**config.mk**
```make
export PLATFORM = sky130hd
export DESIGN_NAME = backup_sched
export DESIGN_NICKNAME = d
export VERILOG_FILES = /design/src/rtl/backup_sched.sv
export SDC_FILE = /design/constraint.sdc
export NUM_CORES = 1
export LEC_CHECK = 0
export ABC_AREA = 1
export CAP_MARGIN = 20
export CORE_MARGIN = 3
export CORE_UTILIZATION = 55
export DETAILED_ROUTE_END_ITERATION = 7
export DONT_BUFFER_PORTS = 1
export PLACE_DENSITY_LB_ADDON = 0.3
export SLEW_MARGIN = 10
export SYNTH_ARGS = -nofsm -noshare
export SYNTH_HDL_FRONTEND = slang
export SYNTH_SLANG_ARGS = --single-unit
```
**constraint.sdc**
```tcl
create_clock -name Clk -period 1.15 [get_ports Clk]
set_input_delay 0.115 -clock Clk [delete_from_list [all_inputs] [get_ports Clk]]
set_output_delay 0.115 -clock Clk [all_outputs]
set_load 0.005 [all_outputs]
```
**src/rtl/backup_sched.sv**
```systemverilog
// rtl/backup_sched.sv - backup scheduler: arms dirty trackers, copies snapshot-pending registers to NVM
//
// Walks the register file once per backup request. It pulses Backup_en to
// arm every tracker, then scans the registers in index order. Each register
// selected for backup is written to NVM over a valid/ready port. Registers
// that were snapshot-pending (code 10/11) then get a one-hot Backup_ack.
//
// Build option: BACKUP_SELECTIVE_EN
//   defined   - only snapshot-pending registers are written to NVM
//   undefined - every register is written; acks still go only to
//               snapshot-pending registers
//
// Ports:
//   Clk, Rst      rising-edge clock, synchronous active-high reset
//   Backup_req    backup request level, sampled only in IDLE
//   Dirty_vals    tracker codes, register i at [2i+1:2i]
//                 (00 CLEAN, 01 DIRTY, 10 READ, 11 DIRTY_WR)
//   Backup_en     one-cycle broadcast arm pulse
//   Backup_ack    one-hot, one-cycle completion pulse per register
//   Rd_idx        register file read index (driven from idx)
//   Rd_data       register file read data for Rd_idx
//   Nvm_wr_valid  NVM write request
//   Nvm_wr_ready  NVM write accept
//   Nvm_addr      NVM slot (register index)
//   Nvm_data      NVM write data
//   Busy          high outside IDLE
//   Backup_done   one-cycle pulse at the end of a pass
module backup_sched #(
  parameter int NREGS = 8,
  parameter int WIDTH = 32,
  parameter int IDXW  = 3
) (
  input  logic               Clk,
  input  logic               Rst,
  input  logic               Backup_req,
  input  logic [2*NREGS-1:0] Dirty_vals,
  output logic               Backup_en,
  output logic [NREGS-1:0]   Backup_ack,
  output logic [IDXW-1:0]    Rd_idx,
  input  logic [WIDTH-1:0]   Rd_data,
  output logic               Nvm_wr_valid,
  input  logic               Nvm_wr_ready,
  output logic [IDXW-1:0]    Nvm_addr,
  output logic [WIDTH-1:0]   Nvm_data,
  output logic               Busy,
  output logic               Backup_done
);

  typedef enum logic [2:0] {
    S_IDLE  = 3'd0,
    S_ARM   = 3'd1,
    S_SCAN  = 3'd2,
    S_WRITE = 3'd3,
    S_ACK   = 3'd4,
    S_DONE  = 3'd5
  } state_t;

  state_t             r_state;
  state_t             w_state_nxt;
  logic [IDXW-1:0]    r_idx;
  logic               r_elig;
  logic [IDXW-1:0]    r_nvm_addr;
  logic [WIDTH-1:0]   r_nvm_data;
  logic               r_backup_en;
  logic [NREGS-1:0]   r_backup_ack;
  logic               r_nvm_wr_valid;
  logic               r_busy;
  logic               r_backup_done;

  logic [1:0]         w_code;
  logic               w_elig;
  logic               w_last;
  logic               w_en_nxt;
  logic [NREGS-1:0]   w_ack_nxt;
  logic               w_valid_nxt;
  logic               w_busy_nxt;
  logic               w_done_nxt;

  assign w_code = Dirty_vals[{r_idx, 1'b0} +: 2];
  assign w_elig = (w_code == 2'b10) || (w_code == 2'b11);
  assign w_last = (r_idx == IDXW'(NREGS - 1));

  // State register
  always_ff @(posedge Clk) begin
    if (Rst) begin
      r_state <= S_IDLE;
    end else begin
      r_state <= w_state_nxt;
    end
  end

  // Next-state logic
  always_comb begin
    w_state_nxt = r_state;
    case (r_state)
      S_IDLE: begin
        if (Backup_req) begin
          w_state_nxt = S_ARM;
        end
      end
      S_ARM: begin
        w_state_nxt = S_SCAN;
      end
      S_SCAN: begin
`ifdef BACKUP_SELECTIVE_EN
        if (w_elig) begin
          w_state_nxt = S_WRITE;
        end else if (w_last) begin
          w_state_nxt = S_DONE;
        end
`else
        w_state_nxt = S_WRITE;
`endif
      end
      S_WRITE: begin
        if (Nvm_wr_ready) begin
          w_state_nxt = S_ACK;
        end
      end
      S_ACK: begin
        w_state_nxt = w_last ? S_DONE : S_SCAN;
      end
      S_DONE: begin
        w_state_nxt = S_IDLE;
      end
      default: begin
        w_state_nxt = S_IDLE;
      end
    endcase
  end

  // Output decode works on the next state, so that registered outputs
  // line up with the state they belong to.
  always_comb begin
    w_en_nxt    = (w_state_nxt == S_ARM);
    w_valid_nxt = (w_state_nxt == S_WRITE);
    w_busy_nxt  = (w_state_nxt != S_IDLE);
    w_done_nxt  = (w_state_nxt == S_DONE);
    w_ack_nxt   = '0;
    if ((w_state_nxt == S_ACK) && r_elig) begin
      w_ack_nxt = NREGS'(1) << r_nvm_addr;
    end
  end

  // Index counter and write capture. The eligibility seen in SCAN is held
  // so a 10 -> 11 move during the WRITE stall still earns its ack.
  always_ff @(posedge Clk) begin
    if (Rst) begin
      r_idx      <= '0;
      r_elig     <= 1'b0;
      r_nvm_addr <= '0;
      r_nvm_data <= '0;
    end else begin
      case (r_state)
        S_ARM: begin
          r_idx <= '0;
        end
        S_SCAN: begin
          if (w_state_nxt == S_WRITE) begin
            r_nvm_addr <= r_idx;
            r_nvm_data <= Rd_data;
            r_elig     <= w_elig;
          end else if (!w_last) begin
            r_idx <= r_idx + IDXW'(1);
          end
        end
        S_ACK: begin
          if (!w_last) begin
            r_idx <= r_idx + IDXW'(1);
          end
        end
        default: begin
        end
      endcase
    end
  end

  // Registered outputs
  always_ff @(posedge Clk) begin
    if (Rst) begin
      r_backup_en    <= 1'b0;
      r_backup_ack   <= '0;
      r_nvm_wr_valid <= 1'b0;
      r_busy         <= 1'b0;
      r_backup_done  <= 1'b0;
    end else begin
      r_backup_en    <= w_en_nxt;
      r_backup_ack   <= w_ack_nxt;
      r_nvm_wr_valid <= w_valid_nxt;
      r_busy         <= w_busy_nxt;
      r_backup_done  <= w_done_nxt;
    end
  end

  assign Backup_en    = r_backup_en;
  assign Backup_ack   = r_backup_ack;
  assign Nvm_wr_valid = r_nvm_wr_valid;
  assign Busy         = r_busy;
  assign Backup_done  = r_backup_done;
  assign Nvm_addr     = r_nvm_addr;
  assign Nvm_data     = r_nvm_data;
  assign Rd_idx       = r_idx;

endmodule

```
# == Yosys cells after proc, flatten, opt, wreduce, memory -nomap -nowiden ==
# Index checks and enable logic that the tools add are counted.
# word_totals
inputBits,52
reg_bits,54
out_inout_bits,50
elab_cells,41
# classes
eq_ne,12
mux,7
n_reduce_logical,8
shifts,2
addsub,1
bitwise,1
# ops
op,count
16-bit by 5-bit variable part select with 2-bit output,1
3-bit two-way mux,5
3-bit one-hot mux with 5 select lines,1
"3-bit equality test, second input constant",4
"3-bit by 2-bit equality test with 1-bit output, second input constant",3
3-bit one-hot mux with 3 select lines,1
"1-bit by 3-bit << shifter with 8-bit output, first input constant",1
"3-bit by 1-bit equality test with 1-bit output, second input constant",2
3-bit nonzero test,2
"2-bit equality test, second input constant",2
2-bit AND reduction,2
"3-bit by 1-bit adder with 3-bit output, second input constant",1
3-bit zero test,1
"2-bit inequality test, second input constant",1
2-bit OR reduction,1
1-bit logical AND,1
1-bit logical OR,1
1-bit NOT,1

# == Depth between registers and ports, before layout ==
# logic_depth
depth_word,7
mapped_depth,10
ltp_nobuf,9

# == Worst setup path after synthesis ==
# No wires, ideal clock.
# synth_timing
path_kind,register -> register
start,"register r_idx[1], in the netlist Rd_idx[1]"
end,"register r_busy, in the netlist Busy"
period_less_slack_ns,1.153
required_time_ns,1.028
setup_ns,0.122
slack_ns,-0.003
arrival_ns,1.031
stages_incl_launch_ff,7
n_path_buf,0
cell_sequence,dfxtp_1 ha_1 ha_1 nand4_1 nand2_1 nand2_1 nand3_1
# synth_via
elab_chain_cells,4
# synth_lines
element,line_no,text
"start, declared",60,logic [IDXW-1:0] r_idx;
"start signal, assigned",164,r_idx <= r_idx + IDXW'(1);
"start signal, assigned",169,r_idx <= r_idx + IDXW'(1);
3-bit equality test,81,assign w_last = (r_idx == IDXW'(NREGS - 1));
3-bit two-way mux,121,w_state_nxt = w_last ? S_DONE : S_SCAN;
3-bit one-hot mux with 5 select lines,95,case (r_state)
3-bit nonzero test,137,w_busy_nxt = (w_state_nxt != S_IDLE);
"end signal, assigned",190,r_busy <= w_busy_nxt;
"end, declared",67,logic r_busy;
# No other way between the ends.
# A chain may end at the register's enable or synchronous reset.

# == Worst setup path after layout ==
# layout_timing
start,register r_state[2]
end,"register r_idx[1], in the netlist Rd_idx[1]"
# layout_via
elab_chain_cells,5
word_cells_on_any_way,13
cone_classes,eq/ne: 6; mux: 4; reduce/logical: 3
# layout_lines
element,line_no,text
"start, declared",58,state_t r_state;
"start signal, assigned",88,r_state <= w_state_nxt;
"3-bit equality test, or another cell as far along","95, 154",
3-bit one-hot mux with 5 select lines,95,
3-bit by 2-bit equality test with 1-bit output,159,if (w_state_nxt == S_WRITE) begin
2-bit inequality test (no source line),n/a,
2-bit AND reduction (no source line),n/a,
# Several ways; a longest one is shown, not always the timed one.

==> impl_results.md <==
* Unrepaired setup endpoints after global routing: yes
* Critical Setup Path Class: flip-flop to flip-flop
* Vias at 1,861
* Post-layout nets at 370
* Aggregate global routing overflow at 0
* Final Routed Wirelength at a little over 5000 microns
* Netlist cell types at 20
* Period Utilization, post-route at 1.02
* Area growth, synth to finish at 34.0%
* Critical path fanouts, max at 4
* WL met3 at ~480 microns
* Detail Route Antenna Nets at 0
* First-pass GRT wire length at around 7600 microns
* Post-synthesis cell count at 272
* Total Power at approximately 3.9 mW
* Multi-input logic area at 886 sq um
* Worst r2r src: r_state[2]$_SDFF_PP0_
* Synth area leaders: dfxtp_1 (53%), nor2_1 (16%), o21ai_0 (9.4%), nand2_1 (6.5%), inv_1 (4.4%)
* Die area at about 4400 sq um
* Register Area at around 1100 sq um
* H-tree depth at 2
* Largest net degree at the start of global routing at 29
* Fin. Hold Viols at 0
* Flops & latches, synth at 54
* Cell Rows at 21
* Number of clock sinks at 54
* Final HPWL DP at 3100 microns
* Setup ws final at -0.0267 ns
* Placer Congestion at 0.858
* ANT cells at 0
* Final-report setup violation count at 6
* Post-synthesis sequential area ratio at 0.534
* DRT iter0 DRCs at slightly below 100
* Root Driver: clkbuf_8
* Worst IR Drop VDD at 0.964 mV
* Power per Cell Area at 1450 nW/um^2
* Average via count per standard cell at 5.14
* Core box area at 3440 sq um
* Clock transition at path regs at 0.09 ns
* Routed WL per cell at around 14 microns
* Drt drc at 0
* Die width at around 67 microns
* Drt pass-1 iters at 4
* WP data arrival at between 1 and 1.5 ns
* CP startpoint kind: flip-flop
* Finished Layout Cells at 362
* Run status: finished, violations left
* TritonCTS clock tree: built
* Clock buffer depth at 2
* Max Fclk at 850 MHz
* Die Y at 66.7 microns
* Worst-skew pair later-pin latency at roughly 0.30 ns
* Critical path startpoint: r_state[2]$_SDFF_PP0_
* Area leader, netlist: dfxtp_1
* Worst Min Path Start: Rd_data[4]
* Cell leakage power at 1.17 nW
* Layout cells sized above 1 at 0.158
* Cells after DPL at 321
* CTS Buf Count at 5
* Top Layer Used: met4
* Tmin final at 1.18 ns
* Top cell type's share of synthesized area at 0.534
* Max Cap Violations at 0
* Crit end category: flip-flop
* Rel. slew slack at 0.842
* Slew @ Worst Pin at 0.236 ns
* Detail Route met2 WL at about 2600 microns
* Met1 wire length at 2030 microns
* Initial antenna violation count at 0
* Kind of path behind the tightest hold check: primary input to flip-flop
* # fillers at 242
* Mapped Area at between 2000 and 2500 sq um
* Violated checks: setup timing
* Syn. warnings at 0
* Final slew viol count at 0
* Clock skew at 0.00388 ns
* Vias in the first global route at 1,695
* Total GRT Usage at 0.224
* Syn Area/Cell at ~7.4 sq um
* Port Buf Inserts at 0
* Starting density of the core at 0.589
* Post-Syn Nets at 326
* WP data required at 1.35 ns
* Io pins at 102
==> kinds of logic (layout without fill, tap and decap cells) <==
logic type               after synthesis  after routing  synth area share
buffers and inverters                 37             81            0.0772
adder cells (fa/ha/maj)                2              2            0.0124
AND/OR/NAND/NOR                      137            137             0.272
AO/OA/AOI/OAI                         42             42             0.105
flip-flops                            54             54             0.534
==> layer usage <==
layer  vias to the layer above  GRT usage
li1                        934          -
met1                       839      0.249
met2                        80      0.387
met3                         8     0.0877
met4                         0     0.0736
met5                         -          0
==> layout make-up <==
class,instances,share of cell area
clock buffer,6,0.0267
clock inverter,1,0.00276
inverter,25,0.0355
multi-input combinational,181,0.326
tap,46,0.0212
timing repair buffer,49,0.184
sequential,54,0.403
==> through the flow <==
step | setup TNS [ns] | hold slack [ns] | utilization | setup WS (ns) | instance area (sq um)
after global routing | -0.691 | 0.0100 | 0.789 | -0.105 | 2720
after detailed placement | -0.213 | 0.194 | 0.627 | -0.0351 | 2160
after floorplan | 0 | 0.187 | - | 0.0000389 | 2030
after CTS | -0.00403 | 0.00628 | 0.758 | -0.00331 | 2610
after global placement | -0.0425 | 0.188 | 0.627 | -0.0188 | 2160
final | -0.0770 | 0.0118 | 0.789 | -0.0267 | 2720
==> what timing repair did <==
action	in CTS	in global routing
pin swaps	8	6
buffers inserted	1	0
setup endpoints to repair	43	36
gates resized for setup	15	31
hold buffers	28	4
gates cloned	1	0
hold endpoints to repair	29	4
==> worst paths after layout <==
check | endpoint | slack, ns | cells past startpoint
max | Rd_idx[1]$_SDFFE_PP0P_ | -0.03 | 8
min | Nvm_data[4]$_SDFFE_PP0P_ | 0.01 | 2
max reg2reg | Rd_idx[1]$_SDFFE_PP0P_ | -0.03 | 8
min reg2reg | Nvm_data[6]$_SDFFE_PP0P_ | 0.51 | 2
==> power breakdown <==
group / switching (mW) / leakage (nW) / internal, mW
Combinational: 0.407 / 0.689 / 0.352
Sequential: 0.144 / 0.444 / 2.05
Clock: 0.573 / 0.0373 / 0.419
Total: 1.12 / 1.17 / 2.82
==> sequential cells by signal, indices dropped and copies added, names as in the netlist <==
register      flops
Nvm_data         32
Nvm_addr          3
Rd_idx            3
Backup_ack        8
r_state           3
Backup_en         1
r_elig            1
Nvm_wr_valid      1
Backup_done       1
Busy              1
==> placed cells by master, fill, tap and decap left out, drive strengths merged, types with 4 or more instances in the layout <==
cell         count
clkbuf           6
o21ai           38
dfxtp           54
buf             17
inv             25
nand4            4
nor2            87
nand3            7
nand2           36
dlygate4sd3     32
==> cell usage after synthesis, drive strengths merged <==
cell type and instances:
nor2 87, dfxtp 54, o21ai 38, nand2 36, inv 25, clkbuf 7, nand3 7, buf 5
nand4 4, a21oi 3, or2 3, ha 2, o211ai 1
==> critical path, stage by stage (launching register included) <==
cell	delay [ns]
dfxtp_4	0.38
buf_4	0.14
nand3_2	0.12
nand2_2	0.12
nand2_2	0.08
nand3_4	0.08
nand2_1	0.07
nand2_1	0.06
nor2_1	0.03
No activity file was read; power rests on OpenSTA's default activity.
